<file path="src/rtl/switch_event_arbiter.sv">
// rtl/switch_event_arbiter.sv - debounced switch level changes to a round-robin press/release event stream
module switch_event_arbiter #(
    parameter int NUM_SWITCHES = 4,
    parameter int IDX_W        = 2
) (
    input  logic                    i_Clk,
    input  logic                    i_Rst_n,
    input  logic [NUM_SWITCHES-1:0] i_Switch,
    input  logic                    i_Event_Ready,
    input  logic                    i_Clear_Overflow,
    output logic                    o_Event_Valid,
    output logic [IDX_W-1:0]        o_Event_Idx,
    output logic                    o_Event_Press,
    output logic [NUM_SWITCHES-1:0] o_Pending,
    output logic                    o_Overflow
);
    localparam logic SLOT_EMPTY = 1'b0;
    localparam logic SLOT_FULL  = 1'b1;

    logic                    r_State;
    logic [NUM_SWITCHES-1:0] r_Prev;
    logic [NUM_SWITCHES-1:0] r_Pend;
    logic [NUM_SWITCHES-1:0] r_Type;
    logic [IDX_W-1:0]        r_Last;

    logic [NUM_SWITCHES-1:0] sw_edge;
    logic [NUM_SWITCHES-1:0] load_mask;
    logic                    handshake;
    logic                    load;
    logic                    hi_found;
    logic                    lo_found;
    logic [IDX_W-1:0]        hi_idx;
    logic [IDX_W-1:0]        lo_idx;
    logic                    hi_type;
    logic                    lo_type;
    logic [IDX_W-1:0]        grant_idx;
    logic                    grant_type;
    logic                    ovf_set;

    assign sw_edge       = i_Switch ^ r_Prev;
    assign o_Event_Valid = (r_State == SLOT_FULL);
    assign o_Pending     = r_Pend;
    assign handshake     = o_Event_Valid && i_Event_Ready;
    assign load          = (!o_Event_Valid || handshake) && lo_found;

    // Round robin as two priority searches: lowest pending index above r_Last,
    // otherwise lowest pending index overall (the wrap-around case).
    always_comb begin
        hi_found = 1'b0;
        lo_found = 1'b0;
        hi_idx   = '0;
        lo_idx   = '0;
        hi_type  = 1'b0;
        lo_type  = 1'b0;
        for (int i = NUM_SWITCHES - 1; i >= 0; i--) begin
            if (r_Pend[i]) begin
                lo_found = 1'b1;
                lo_idx   = IDX_W'(i);
                lo_type  = r_Type[i];
                if (IDX_W'(i) > r_Last) begin
                    hi_found = 1'b1;
                    hi_idx   = IDX_W'(i);
                    hi_type  = r_Type[i];
                end
            end
        end
    end

    assign grant_idx  = hi_found ? hi_idx  : lo_idx;
    assign grant_type = hi_found ? hi_type : lo_type;

    always_comb begin
        load_mask = '0;
        for (int i = 0; i < NUM_SWITCHES; i++) begin
            load_mask[i] = load && (grant_idx == IDX_W'(i));
        end
    end

    // A channel being loaded this cycle can take a fresh edge without losing anything.
    assign ovf_set = |(sw_edge & r_Pend & ~load_mask);

    always_ff @(posedge i_Clk or negedge i_Rst_n) begin
        if (!i_Rst_n) begin
            r_State       <= SLOT_EMPTY;
            r_Prev        <= '0;
            r_Pend        <= '0;
            r_Type        <= '0;
            r_Last        <= IDX_W'(NUM_SWITCHES - 1);
            o_Event_Idx   <= '0;
            o_Event_Press <= 1'b0;
            o_Overflow    <= 1'b0;
        end else begin
            r_Prev <= i_Switch;
            r_Pend <= (r_Pend & ~load_mask) | sw_edge;
            r_Type <= (r_Type & ~sw_edge) | (i_Switch & sw_edge);

            if (load) begin
                r_State       <= SLOT_FULL;
                o_Event_Idx   <= grant_idx;
                o_Event_Press <= grant_type;
                r_Last        <= grant_idx;
            end else if (handshake) begin
                r_State <= SLOT_EMPTY;
            end

            if (ovf_set) begin
                o_Overflow <= 1'b1;
            end else if (i_Clear_Overflow) begin
                o_Overflow <= 1'b0;
            end
        end
    end
endmodule

</file>
<file path="config.mk">
export PLATFORM = sky130hd
export DESIGN_NAME = switch_event_arbiter
export DESIGN_NICKNAME = d
export VERILOG_FILES = /design/src/rtl/switch_event_arbiter.sv
export SDC_FILE = /design/constraint.sdc
export NUM_CORES = 1
export LEC_CHECK = 0
export BUFFER_PORTS_ARGS = -buffer_cell sky130_fd_sc_hd__buf_2
export CELL_PAD_IN_SITES_DETAIL_PLACEMENT = 2
export CELL_PAD_IN_SITES_GLOBAL_PLACEMENT = 2
export CORE_MARGIN = 2
export CORE_UTILIZATION = 32
export CTS_BUF_LIST = sky130_fd_sc_hd__clkbuf_4 sky130_fd_sc_hd__clkbuf_8 sky130_fd_sc_hd__clkbuf_16
export DETAILED_ROUTE_END_ITERATION = 16
export PLACE_DENSITY = 0.82
export SYNTH_ARGS = -nofsm -noshare
export SYNTH_HDL_FRONTEND = slang
export SYNTH_SLANG_ARGS = --single-unit
</file>
<file path="constraint.sdc">
create_clock -name i_Clk -period 1.9 [get_ports i_Clk]
set_input_delay 0.38 -clock i_Clk [delete_from_list [all_inputs] [get_ports i_Clk]]
set_output_delay 0.38 -clock i_Clk [all_outputs]
set_load 0.02 [all_outputs]
</file>
# Word-level counts from Yosys, hierarchy flattened
# Cells that the tools add are included.
# W data, S select, Z words.
[word_totals]
elab_cells = 79
regBits = 19
[op_classes]
eq_ne = 3
n_bitwise = 10
n_lt_le_gt_ge = 4
muxes = 42
n_reduce_logical = 12
[ops]
columns = ["op", "n"]
rows = [
  ["$mux W1", 29],
  ["$mux W2", 13],
  ["$and A4 B4 Y4", 5],
  ["$not A4 Y4", 2],
  ["$or A4 B4 Y4", 2],
  ["$logic_and A1 B1 Y1", 6],
  ["$eq A2 B2 Y1 const B", 2],
  ["$gt A1 B2 Y1 const A", 2],
  ["$gt A2 B2 Y1 const A", 2],
  ["$reduce_bool A2 Y1", 2],
  ["$reduce_or A4 Y1", 1],
  ["$xor A4 B4 Y4", 1],
  ["$eq A2 B1 Y1 const B", 1],
  ["$logic_not A2 Y1", 1],
  ["$logic_not A1 Y1", 1],
  ["$logic_or A1 B1 Y1", 1],
]

# Longest topological paths before layout
# Gate-level depths: netlist of the first run.
[depth]
word_depth = 16
mapped_depth = 6
depth_no_buf = 5

# Worst setup path before layout of the first run
# OpenSTA, ideal clock, no wires.
[synth_timing]
kind = "reg-to-reg"
from = "reg r_Pend[1] (netlist: o_Pending[1])"
to = "reg o_Overflow"
n_path_buf = 1
path_slack_ps = 286
arrival_time_ps = 1480
setup_ps = 134
period_less_slack_ps = 1614
stages_incl_launch_ff = 7
path_cell_list = "dfrtp_1 -> buf_4 -> or3b_4 -> o221ai_2 -> nand4_1 -> a32oi_1 -> nand4_1"
[synth_via]
elab_chain_len = 10
word_cells_on_any_way = 26
classes_between = "eq/ne (3); mux (12); bitwise (3); reduce/logical (8)"
[synth_lines]
columns = ["item", "line", "rtl"]
rows = [
  ["start, declared", "22", "logic [NUM_SWITCHES-1:0] r_Pend;"],
  ["start signal, assigned", "94", "r_Pend <= (r_Pend & ~load_mask) | sw_edge;"],
  ["$mux W2 or $mux W1 (tied branches)", "56", "if (r_Pend[i]) begin"],
  ["$mux W2 or $mux W1 (tied branches)", "60", "if (IDX_W'(i) > r_Last) begin"],
  ["$mux W2 or $mux W1 (tied branches)", "56", ""],
  ["$mux W2", "69", "assign grant_idx = hi_found ? hi_idx : lo_idx;"],
  ["$eq A2 B1 Y1 (tied with other cells)", "75", "load_mask[i] = load && (grant_idx == IDX_W'(i));"],
  ["$logic_and A1 B1 Y1", "75", ""],
  ["$not A4 Y4", "80", "assign ovf_set = |(sw_edge & r_Pend & ~load_mask);"],
  ["$and A4 B4 Y4 (*)", "80", ""],
  ["$reduce_or A4 Y1 (*)", "80", ""],
  ["$mux W1 or $reduce_bool A2 Y1 (tied branches)", "--", ""],
  ["end signal, assigned", "91", "o_Overflow <= 1'b0;"],
  ["end signal, assigned", "107", "o_Overflow <= 1'b1;"],
  ["end signal, assigned", "109", "o_Overflow <= 1'b0;"],
  ["end, declared", "15", "output logic o_Overflow"],
]
# Mark *: on every way between the ends. The rest lies on a longest branch, timed or not.
# A chain may end at the register's enable or synchronous reset.

# Worst setup path in the final report of the first run
# Ends and elaborated chain as after synthesis.

==> metrics.md, run 1 <==
| Metric | Value |
|---|---|
| Antenna cells | 0 |
| Worst Setup End Kind | flop |
| Post-route setup TNS | 0 ns |
| MaxCap Viol Count | 0 |
| Peak VDD IR | 745.3 uV |
| Yosys top cell by area | dfrtp_1 |
| Num CTS Buffers | 3 |
| Outcome | complete, no violations |
| Detail Route Antenna Nets | 0 |
| Die Area | about 3400 um^2 |
| Clk Latency, worst-skew pair | 0.29 ns |
| Post-synthesis average cell area | 9.403 um^2 |
| Clk sinks | 19 |
| Multi-input logic area | between 400 and 500 um^2 |
| Synth warnings | 0 |
| Worst-case clock buffer depth | 2 |
| Layout net count | 124 |
| Total GRT Usage | 0.1699 |
| Post-synth EDFFs | 0 |
| Max Fclk | 574.6 MHz |
| CTS tree | done |
| Worst EP required | 2.08 ns |
| DRC | 0 |
| CP Class | reg2reg |
| Core area | 2758 um^2 |
| Final core utilization | 0.3802 |
| Seq/Total Area, Yosys | 0.5134 |
| Setup Fix Bufs, Post-CTS | 0 |
| Synth top area share | 0.4570 |
| Setup Viol. Count Final | 0 |
| Tmin final | 1.740 ns |
| Post-synth ARST share | 1.000 |
| Height of the die | 57.94 um |
| WP data arrival | 1.92 ns |
| Worst-path clk slew | 0.11 ns |
| Synth-to-layout area growth | 12.63% |
| # hold bufs at CTS | 0 |
| Router iterations before antenna repair | 3 |
| Max H-tree Level | 1 |
| Dpl hpwl | 1.898 mm |
| Tot Pwr | 1.704 mW |
| Cells after Synth | between 90 and 100 |
| Post-route clock period utilization | 0.9160 |
| Effective utilization at floorplan | 0.3376 |
| Vias in the first global route | 857 |
| Max Fanout on Critical Path | 11 |
| Initial antenna violation count | 0 |
| Largest cells by area after synthesis | dfrtp_1, o21ai_0, nand2_1 |
| Top-count cell post-synth | dfrtp_1 |
| Layout cells sized above 1 | 0.2087 |
| First-pass GRT wire length | 4.319 mm |
| Total area of sequential cells | ~480 um^2 |
| Slew HR | 0.6409 |
| Final RePlAce weighted congestion | around 0.77 |
| Synth cell types | 31 |
| Vias | 786 |
| Cell row count | 19 |
| Worst-margin pin slew | 0.5386 ns |
| Layout Skew | 0.002422 ns |
| DRT Wirelength | 2.491 mm |
| RSZ-0062 raised after global routing | no |
| Power per Cell Area | 1625 nW/um^2 |
| Wire per inst | roughly 17 um |
| Die width | slightly below 60 um |
| Avg Vias per Cell | 5.384 |
| Max-slew violations | 0 |
| Root buffer cell | clkbuf_4 |
| Final hold vios | 0 |
| FILL cells | 320 |
| Congestion Overflow GR | 0 |
| Commonest cells post-synth | dfrtp_1, nand2_1, o21ai_0, nor2_1, inv_1 |
| Commonest register cell after synthesis | dfrtp_1 |
| Largest net degree at the start of global routing | 20 |
| Post-synthesis net count | 107 |
| Port-buffer cells | 16 |
| Pleak | 0.4525 nW |
| Worst Hold Class | in2async |
| I/O Pins | 17 |
| Post-CTS Resized | 0 |
| Cell area after synthesis | approximately 930 um^2 |
| #FFs+latches synth | 19 |
| Initial drt markers | 7 |
| Startpoint types | flop |
-- worst max-delay path, stage by stage, from the launching register on --
cell and delay (ns):
dfrtp_1 0.54, or3b_4 0.44, o221ai_2 0.09, nand4_1 0.17, a32oi_1 0.26, nand4_1 0.12
-- power by group --
| group | total, mW | internal [mW] | switching (mW) |
|---|---|---|---|
| Sequential | 0.715 | 0.532 | 0.183 |
| Combinational | 0.782 | 0.310 | 0.471 |
| Clock | 0.207 | 0.0783 | 0.128 |
-- metal layers --
metal	GRT usage	wire, um	vias to the layer above
met5	0	0	-
met4	0.06977	36	0
met3	0.02679	57	4
met2	0.2662	1219	12
met1	0.2347	1177	398
li1	-	-	372
-- logic make-up (layout without fill, tap and decap cells) --
family | Yosys count | in the layout | synth area share
AO/OA/AOI/OAI | 31 | 31 | 0.2110
XOR/XNOR | 4 | 4 | 0.03764
buffers and inverters | 10 | 26 | 0.05511
flip-flops | 19 | 19 | 0.5134
AND/OR/NAND/NOR | 35 | 35 | 0.1828
-- stage by stage --
stage / cell area [um^2] / cells / worst slack, ns / hold slack, ns
final: 1049 / 146 / 0.1596 / 0.01367
after global routing: 1049 / 146 / 0.02145 / 0.02483
after CTS: 1049 / 146 / 0.1493 / 0.01754
after detailed placement: 1021 / 142 / 0.2096 / 0.3563
after global placement: 1021 / 142 / 0.2917 / 0.3406
after floorplan: 930.9 / 99 / 0.2860 / 0.08441
-- placed cells by master, fill, tap and decap left out, drive strengths merged, types with 2 or more instances in the layout --
cell and n:
nand4 2, dfstp 2, o21a 2, nor2b 5
inv 6, xnor2 3, nand2b 2, buf 16
nand2 15, nor2 7, dfrtp 17, a21oi 5
clkbuf 3, o21ai 14
-- layout make-up --
| type | count | area share |
|---|---|---|
| Multi-Input combinational cell | 70 | 0.3831 |
| Clock inverter | 1 | 0.004773 |
| Timing Repair Buffer | 16 | 0.07637 |
| Inverter | 6 | 0.02148 |
| Tap cell | 31 | 0.03699 |
| Clock buffer | 3 | 0.02148 |
| Sequential cell | 19 | 0.4558 |
-- final timing paths --
| check | from | end | slack [ns] | cells past startpoint |
|---|---|---|---|---|
| max | o_Pending[1] | o_Overflow | 0.16 | 5 |
| min | i_Rst_n | o_Pending[1] | 0.01 | 1 |
| max reg2reg | o_Pending[1] | o_Overflow | 0.16 | 5 |
| min reg2reg | r_Prev[3] | flop | 0.50 | 1 |
| max in group asynchronous | i_Rst_n | r_Last[0] | 1.55 | 1 |
| min in group i_Clk | i_Switch[3] | r_Prev[3] | 0.24 | 1 |
(Power assumes the default switching activity.)
==> run 2: changes to the inputs <==
ABC_AREA = 1   (was default)
CORE_ASPECT_RATIO = 1.4   (was default)
CORE_UTILIZATION = 30   (was 32)
==> run 2 against run 1 <==
  * Die area is 11% higher
  * Cell count is 26% higher
  * Sequential power is 12% lower
  * Clock power is 47% higher
  * First-iteration DRC count is 29% lower
==> metrics.md, run 2 <==
| Metric | Value |
|---|---|
| Cells on worst reg2reg path | 11 (+6) |
| MaxCap Viol Count | 0 (unchanged) |
| Design area | 1145 um^2 (+9.2%) |
| Outcome | complete, no violations |
| Worst Hold Class | in2async |
| Wire per inst | 14.23 um (-17%) |
| Placed inst area | 1096 um^2 (+7.4%) |
| Synth warnings | 0 (unchanged) |
| Congestion Overflow GR | 0 (unchanged) |
| Height of the die | 71.44 um (+23%) |
| Clk sinks | 19 (unchanged) |
| Post-synth EDFFs | 0 (unchanged) |
| Worst-path cell chain | inv_2 > nand2_2 > nand2_1 > nand2_2 > nand2_2 > nand2_1 > nand4_1 > nand2_1 > nand2_1 > inv_1 > nand2_1 |
| Dpl hpwl | 2.077 mm (+9.4%) |
| WP data arrival | 1.70 ns (-0.22 ns) |
| Detail Route Antenna Nets | 0 (unchanged) |
| Max H-tree Level | 1 (unchanged) |
| Pleak | 0.6291 nW (+39%) |
| Core area | 3123 um^2 (+13%) |
| Worst EP required | 2.05 ns (-0.03 ns) |
| Largest net degree at the start of global routing | 20 (unchanged) |
| Layout net count | 154 (+24%) |
| Post-CTS Resized | 0 (unchanged) |
| I/O Pins | 17 (unchanged) |
| Yosys top cell by area | dfrtp_1 |
| Antenna cells | 0 (unchanged) |
| Root buffer cell | clkbuf_8 |
| Tmin final | 1.549 ns (-0.1910 ns) |
| Clk Latency, worst-skew pair | 0.26 ns (-0.03 ns) |
| Post-route clock period utilization | 0.8155 (-0.1005) |
| RSZ-0062 raised after global routing | no |
| Router iterations before antenna repair | 3 (unchanged) |
| Worst-path clk slew | 0.07 ns (-0.04 ns) |
| Layout Skew | 0.001922 ns (-0.0004998 ns) |
| Top-count cell post-synth | nand2_1 |
| DRC | 0 (unchanged) |
| Power per Cell Area | 1539 nW/um^2 (-5.3%) |
| Placed Cells | 180 (+27%) |
| Peak VDD IR | 483.9 uV (-35%) |
| Setup Viol. Count Final | 0 (unchanged) |
| Avg Vias per Cell | 4.707 (-13%) |
| Synth cell types | 21 (-32%) |
| Vias | 866 (+10%) |
| CP top delay family | simple AND/OR/NAND/NOR gates |
| Port-buffer cells | 16 (unchanged) |
| Max Fclk | 645.4 MHz (+12%) |
| Most frequent cells in the layout | nand2_1, nor2_1, inv_1, dfrtp_1, buf_2 |
| First-pass GRT wire length | 4.402 mm (+1.9%) |
| Synth top area share | 0.4365 (-0.02053) |
| Reg2reg end | o_Overflow |
| Post-route setup TNS | 0 ns (unchanged) |
| Post-synthesis net count | 134 (+25%) |
| # hold bufs at CTS | 0 (unchanged) |
| Commonest register cell after synthesis | dfrtp_1 |
| Slew HR | 0.7130 (+0.07205) |
| Fin cells | 184 (+26%) |
| Max-slew violations | 0 (unchanged) |
| Cell row count | 24 (+5) |
| Max Fanout on Critical Path | 4 (-7) |
| Effective utilization at floorplan | 0.3121 (-0.02547) |
| Largest cells by area after synthesis | dfrtp_1, nand2_1, nor2_1 |
| Worst Path Buf+Inv | 2 (+2) |
| CP max stage cell | dfstp_2 |
| CP Class | reg2reg |
| Initial drt markers | 5 (-2) |
| Num CTS Buffers | 3 (unchanged) |
| Post-synthesis average cell area | 7.736 um^2 (-18%) |
| CP most frequent cell | nand2_1 |
| Cell area after synthesis | 974.7 um^2 (+4.7%) |
| Final hold vios | 0 (unchanged) |
| Setup Fix Bufs, Post-CTS | 0 (unchanged) |
| #FFs+latches synth | 19 (unchanged) |
| Worst r2r src | r_Last[1] |
| Worst-margin pin slew | 0.4305 ns (-0.1081 ns) |
| Synth-to-layout area growth | 17.46% |
| Final RePlAce weighted congestion | 0.8720 (+14%) |
| Worst-case clock buffer depth | 2 (unchanged) |
| CTS tree | done |
| Die width | 52.18 um (-9.9%) |
| Post-synth ARST share | 1.000 (unchanged) |
| Vias in the first global route | 979 (+14%) |
| Max incr delay on CP | 0.54 ns (about the same) |
| Flop2flop setup slack | 0.35 ns (+0.19 ns) |
| Commonest non-fill, non-tap cell in the layout | nand2_1 |
| Die Area | 3727 um^2 (+11%) |
| Initial antenna violation count | 0 (unchanged) |
| Startpoint types | flop |
| Worst Setup End Kind | flop |
| Total GRT Usage | 0.1602 (-0.009636) |
| Layout cells sized above 1 | 0.2690 (+0.06027) |
| Cells after Synth | 126 (+27%) |
| Commonest cells post-synth | nand2_1, nor2_1, dfrtp_1, inv_1, nand2_2 |
| Seq/Total Area, Yosys | 0.4904 (-0.02307) |
| DRT Wirelength | 2.619 mm (+5.1%) |
==> run 2: through the flow <==
step	hold slack (ns)	utilization	total power [mW]	worst slack (ns)
finish	0.04986	0.3666	1.762	0.3505
global route	0.07455	0.3666	1.907	0.1611
CTS	0.06823	0.3666	1.792	0.3155
detailed placement	0.3543	0.3510	1.473	0.3677
global placement	0.3455	0.3510	1.433	0.4106
floorplan	0.08441	-	1.220	0.4949
==> run 2: how the worst max path moves through the flow <==
| stage | from | end | slack [ns] | depth (start not counted) |
|---|---|---|---|---|
| 6_report | r_Last[1] | o_Overflow | 0.35 | 11 |
| 5_1_grt | o_Pending[2] | o_Overflow | 0.16 | 10 |
| 4_1_cts | o_Pending[2] | o_Overflow | 0.32 | 10 |
| 3_5_place_dp | r_Last[1] | o_Overflow | 0.37 | 11 |
| 3_3_place_gp | r_Last[1] | o_Overflow | 0.41 | 11 |
| 2_1_floorplan | o_Pending[3] | o_Overflow | 0.49 | 8 |
==> run 2: metal layers <==
metal | part of all wire | wire, um | GRT usage | vias to the layer above
li1 | - | - | - | 421
met1 | 0.38 | 985 | 0.1664 | 421
met2 | 0.56 | 1456 | 0.2968 | 17
met3 | 0.036 | 93 | 0.03125 | 7
met4 | 0.031 | 82 | 0.07692 | 0
met5 | 0 | 0 | 0 | -
==> run 2: cells by family (layout without fill, tap and decap cells) <==
kind of cell,Yosys count,after routing,synth area share
compound gates,14,14,0.09371
simple gates,70,70,0.3235
flops,19,19,0.4904
buf+inv,23,42,0.09242
==> run 2: cell type report <==
type	count	area, um^2
clock buffer	4	48.80
inverter	22	82.58
multi-input combinational	84	406.6
sequential	19	478.0
timing repair buffer	16	80.08
fill	395	1978
tap	39	48.80
==> run 2: report_power, final <==
part           leakage, nW  internal (mW)  switching [mW]
registers            0.211          0.528           0.102
logic                0.392          0.251           0.576
clock network       0.0262          0.164           0.141
total                0.629          0.943           0.820
==> run 3: changes to the inputs <==
CORE_UTILIZATION = 27   (was 30)
PLACE_DENSITY = 0.78   (was 0.82)
clock period = 1.3 ns   (was 1.9 ns; I/O delays follow)
==> run 3 against run 2 <==
  * The run now ends with setup timing left
  * Clock skew increased by 0.0063 ns
  * Sequential share of layout area shrank 11 points
  * Combinational power grew to 3.1 times the previous value
  * Worst hold slack better by 0.072 ns
  * Global-route usage is 3.4 points higher
  * Setup slack worse by 0.57 ns
  * Largest cell class is now multi-input gates
  * Highest routed layer unchanged
==> metrics.md, run 3 (synthesis results as in run 2) <==
| Metric | Value |
|---|---|
| Max incr delay on CP | 0.59 ns (+0.05 ns) |
| Commonest non-fill, non-tap cell in the layout | nand2_1 |
| DRC | 0 (unchanged) |
| Die Area | 4113 um^2 (+10%) |
| Peak VDD IR | 1061 uV (+120%) |
| Largest net degree at the start of global routing | 20 (unchanged) |
| CP max stage cell | dfstp_2 |
| Slew HR | 0.7027 (-0.01032) |
| Most frequent cells in the layout | nand2_1, nor2_1, buf_4 |
| Clk Latency, worst-skew pair | 0.27 ns (about the same) |
| Flop2flop setup slack | -0.22 ns (-0.57 ns) |
| Final hold vios | 0 (unchanged) |
| Startpoint types | flop |
| Worst-case clock buffer depth | 2 (unchanged) |
| Layout Skew | 0.008236 ns (+0.006314 ns) |
| I/O Pins | 17 (unchanged) |
| Synth-to-layout area growth | 58.79% |
| Worst EP required | 1.46 ns (-0.59 ns) |
| First-pass GRT wire length | 5.416 mm (+23%) |
| Worst-path clk slew | 0.08 ns (about the same) |
| Placed inst area | 1207 um^2 (+10%) |
| Vias | 997 (+15%) |
| Post-route clock period utilization | 1.169 (+0.3538) |
| DRT Wirelength | 3.712 mm (+42%) |
| Worst-path cell chain | inv_4 > nand2_4 > nand3_2 > nand2_1 > inv_2 > nand2_8 > nand3_4 > nand2_2 > inv_2 > nor2_2 > nand2_1 |
| Clk sinks | 19 (unchanged) |
| Worst Hold Class | in2reg |
| Die width | 54.78 um (+5.0%) |
| CP Class | reg2reg |
| Max H-tree Level | 1 (unchanged) |
| Cell row count | 25 (+4.2%) |
| Antenna cells | 0 (unchanged) |
| Num CTS Buffers | 3 (unchanged) |
| Total GRT Usage | 0.1944 (+0.03416) |
| Effective utilization at floorplan | 0.2859 (-0.02623) |
| Avg Vias per Cell | 4.748 (+0.87%) |
| Max Fanout on Critical Path | 5 (+1) |
| Outcome | complete, but fails checks |
| Pleak | 0.8247 nW (+31%) |
| MaxCap Viol Count | 0 (unchanged) |
| Layout cells sized above 1 | 0.5118 (+0.2428) |
| Port-buffer cells | 16 (unchanged) |
| Power per Cell Area | 2593 nW/um^2 (+68%) |
| Root buffer cell | clkbuf_8 |
| Layout net count | 179 (+16%) |
| Initial antenna violation count | 0 (unchanged) |
| Height of the die | 75.09 um (+5.1%) |
| CTS tree | done |
| WHS | 0.1214 ns (+0.07158 ns) |
| Congestion Overflow GR | 0 (unchanged) |
| RSZ-0062 raised after global routing | yes |
| Dpl hpwl | 2.272 mm (+9.4%) |
| Wire per inst | 17.68 um (+24%) |
| Initial drt markers | 4 (-1) |
| Vias in the first global route | 1113 (+14%) |
| Tmin final | 1.520 ns (-0.02936 ns) |
| Final RePlAce weighted congestion | 0.8813 (+1.1%) |
| Design area | 1548 um^2 (+35%) |
| Detail Route Antenna Nets | 0 (unchanged) |
| Max-slew violations | 0 (unchanged) |
| Post-Place Worst Slack | -0.2348 ns (-0.6025 ns) |
| WP data arrival | 1.68 ns (-0.02 ns) |
| Worst Setup End Kind | flop |
| Core area | 3410 um^2 (+9.2%) |
| Setup Viol. Count Final | 11 (+11) |
| Worst-margin pin slew | 0.4460 ns (+0.01548 ns) |
| Post-route setup slack | -0.2201 ns (-0.5706 ns) |
| Router iterations before antenna repair | 4 (+1) |
| Max Fclk | 657.9 MHz (+1.9%) |
| Failing checks | setup timing |
==> run 3: changes by cell type in the layout (fill, tap and decap cells not counted), sizes merged <==
cell,change
inv,+1
clkinv,-1
dlygate4sd3,+1
buf,+24
==> run 3: critical path: cells and delay by family (launching register included) <==
kind / cells / cell delay [ns]
and+or+nand+nor: 8 / 0.65
DFF: 1 / 0.59
buffers and inverters: 3 / 0.16
==> run 3: routing by layer <==
layer | up-vias | global-route usage | part of all wire
met2 | 17 | 0.3452 | 0.58
met1 | 498 | 0.1993 | 0.37
met3 | 7 | 0.03175 | 0.023
met4 | 0 | 0.1333 | 0.031
met5 | - | 0 | 0
li1 | 475 | - | -
==> run 3: power by group <==
part | total [mW] | leakage [nW] | internal [mW] | switching, mW
Sequential | 0.957 | 0.209 | 0.783 | 0.175
Combinational | 2.59 | 0.590 | 1.18 | 1.41
Clock | 0.471 | 0.0262 | 0.240 | 0.231
Total | 4.01 | 0.825 | 2.20 | 1.82
==> run 3: layout make-up <==
| type | instances | area, um^2 |
|---|---|---|
| Clock buffer | 4 | 48.80 |
| Fill cell | 388 | 1862 |
| Inverter | 22 | 87.58 |
| Multi-Input combinational cell | 84 | 539.3 |
| Sequential cell | 19 | 483.0 |
| Tap cell | 40 | 50.05 |
| Timing Repair Buffer | 41 | 339.1 |
==> run 3: path summary, 6_finish.rpt <==
| check | start | end | cells after the start |
|---|---|---|---|
| max | r_Last[1] | o_Overflow | 11 |
| min | i_Switch[1] | r_Prev[1] | 1 |
| max reg2reg | r_Last[1] | o_Overflow | 11 |
| min reg2reg | o_Event_Idx[0] | o_Event_Idx[0] | 2 |
| max in group asynchronous | i_Rst_n | o_Pending[0] | 2 |
| min in group asynchronous | i_Rst_n | o_Event_Press | 2 |
==> run 3: repair_timing <==
item,in CTS,in global routing
pin swaps,6,17
cloned,0,0
setup buffers,6,9
setup endpoints to repair,11,13
endpoints found under the hold margin,17,0
gates resized for setup,21,24
hold buffers,1,0
==> run 3: through the flow <==
stage,util,TNS (ns),cells,total power [mW]
finish,0.4539,-1.379,210,4.014
global route,0.4539,-2.093,210,4.254
CTS,0.4095,-1.107,205,3.452
detailed placement,0.3541,-0.7136,194,2.493
global placement,0.3541,-0.4296,194,2.399
floorplan,-,-0.04373,126,1.842
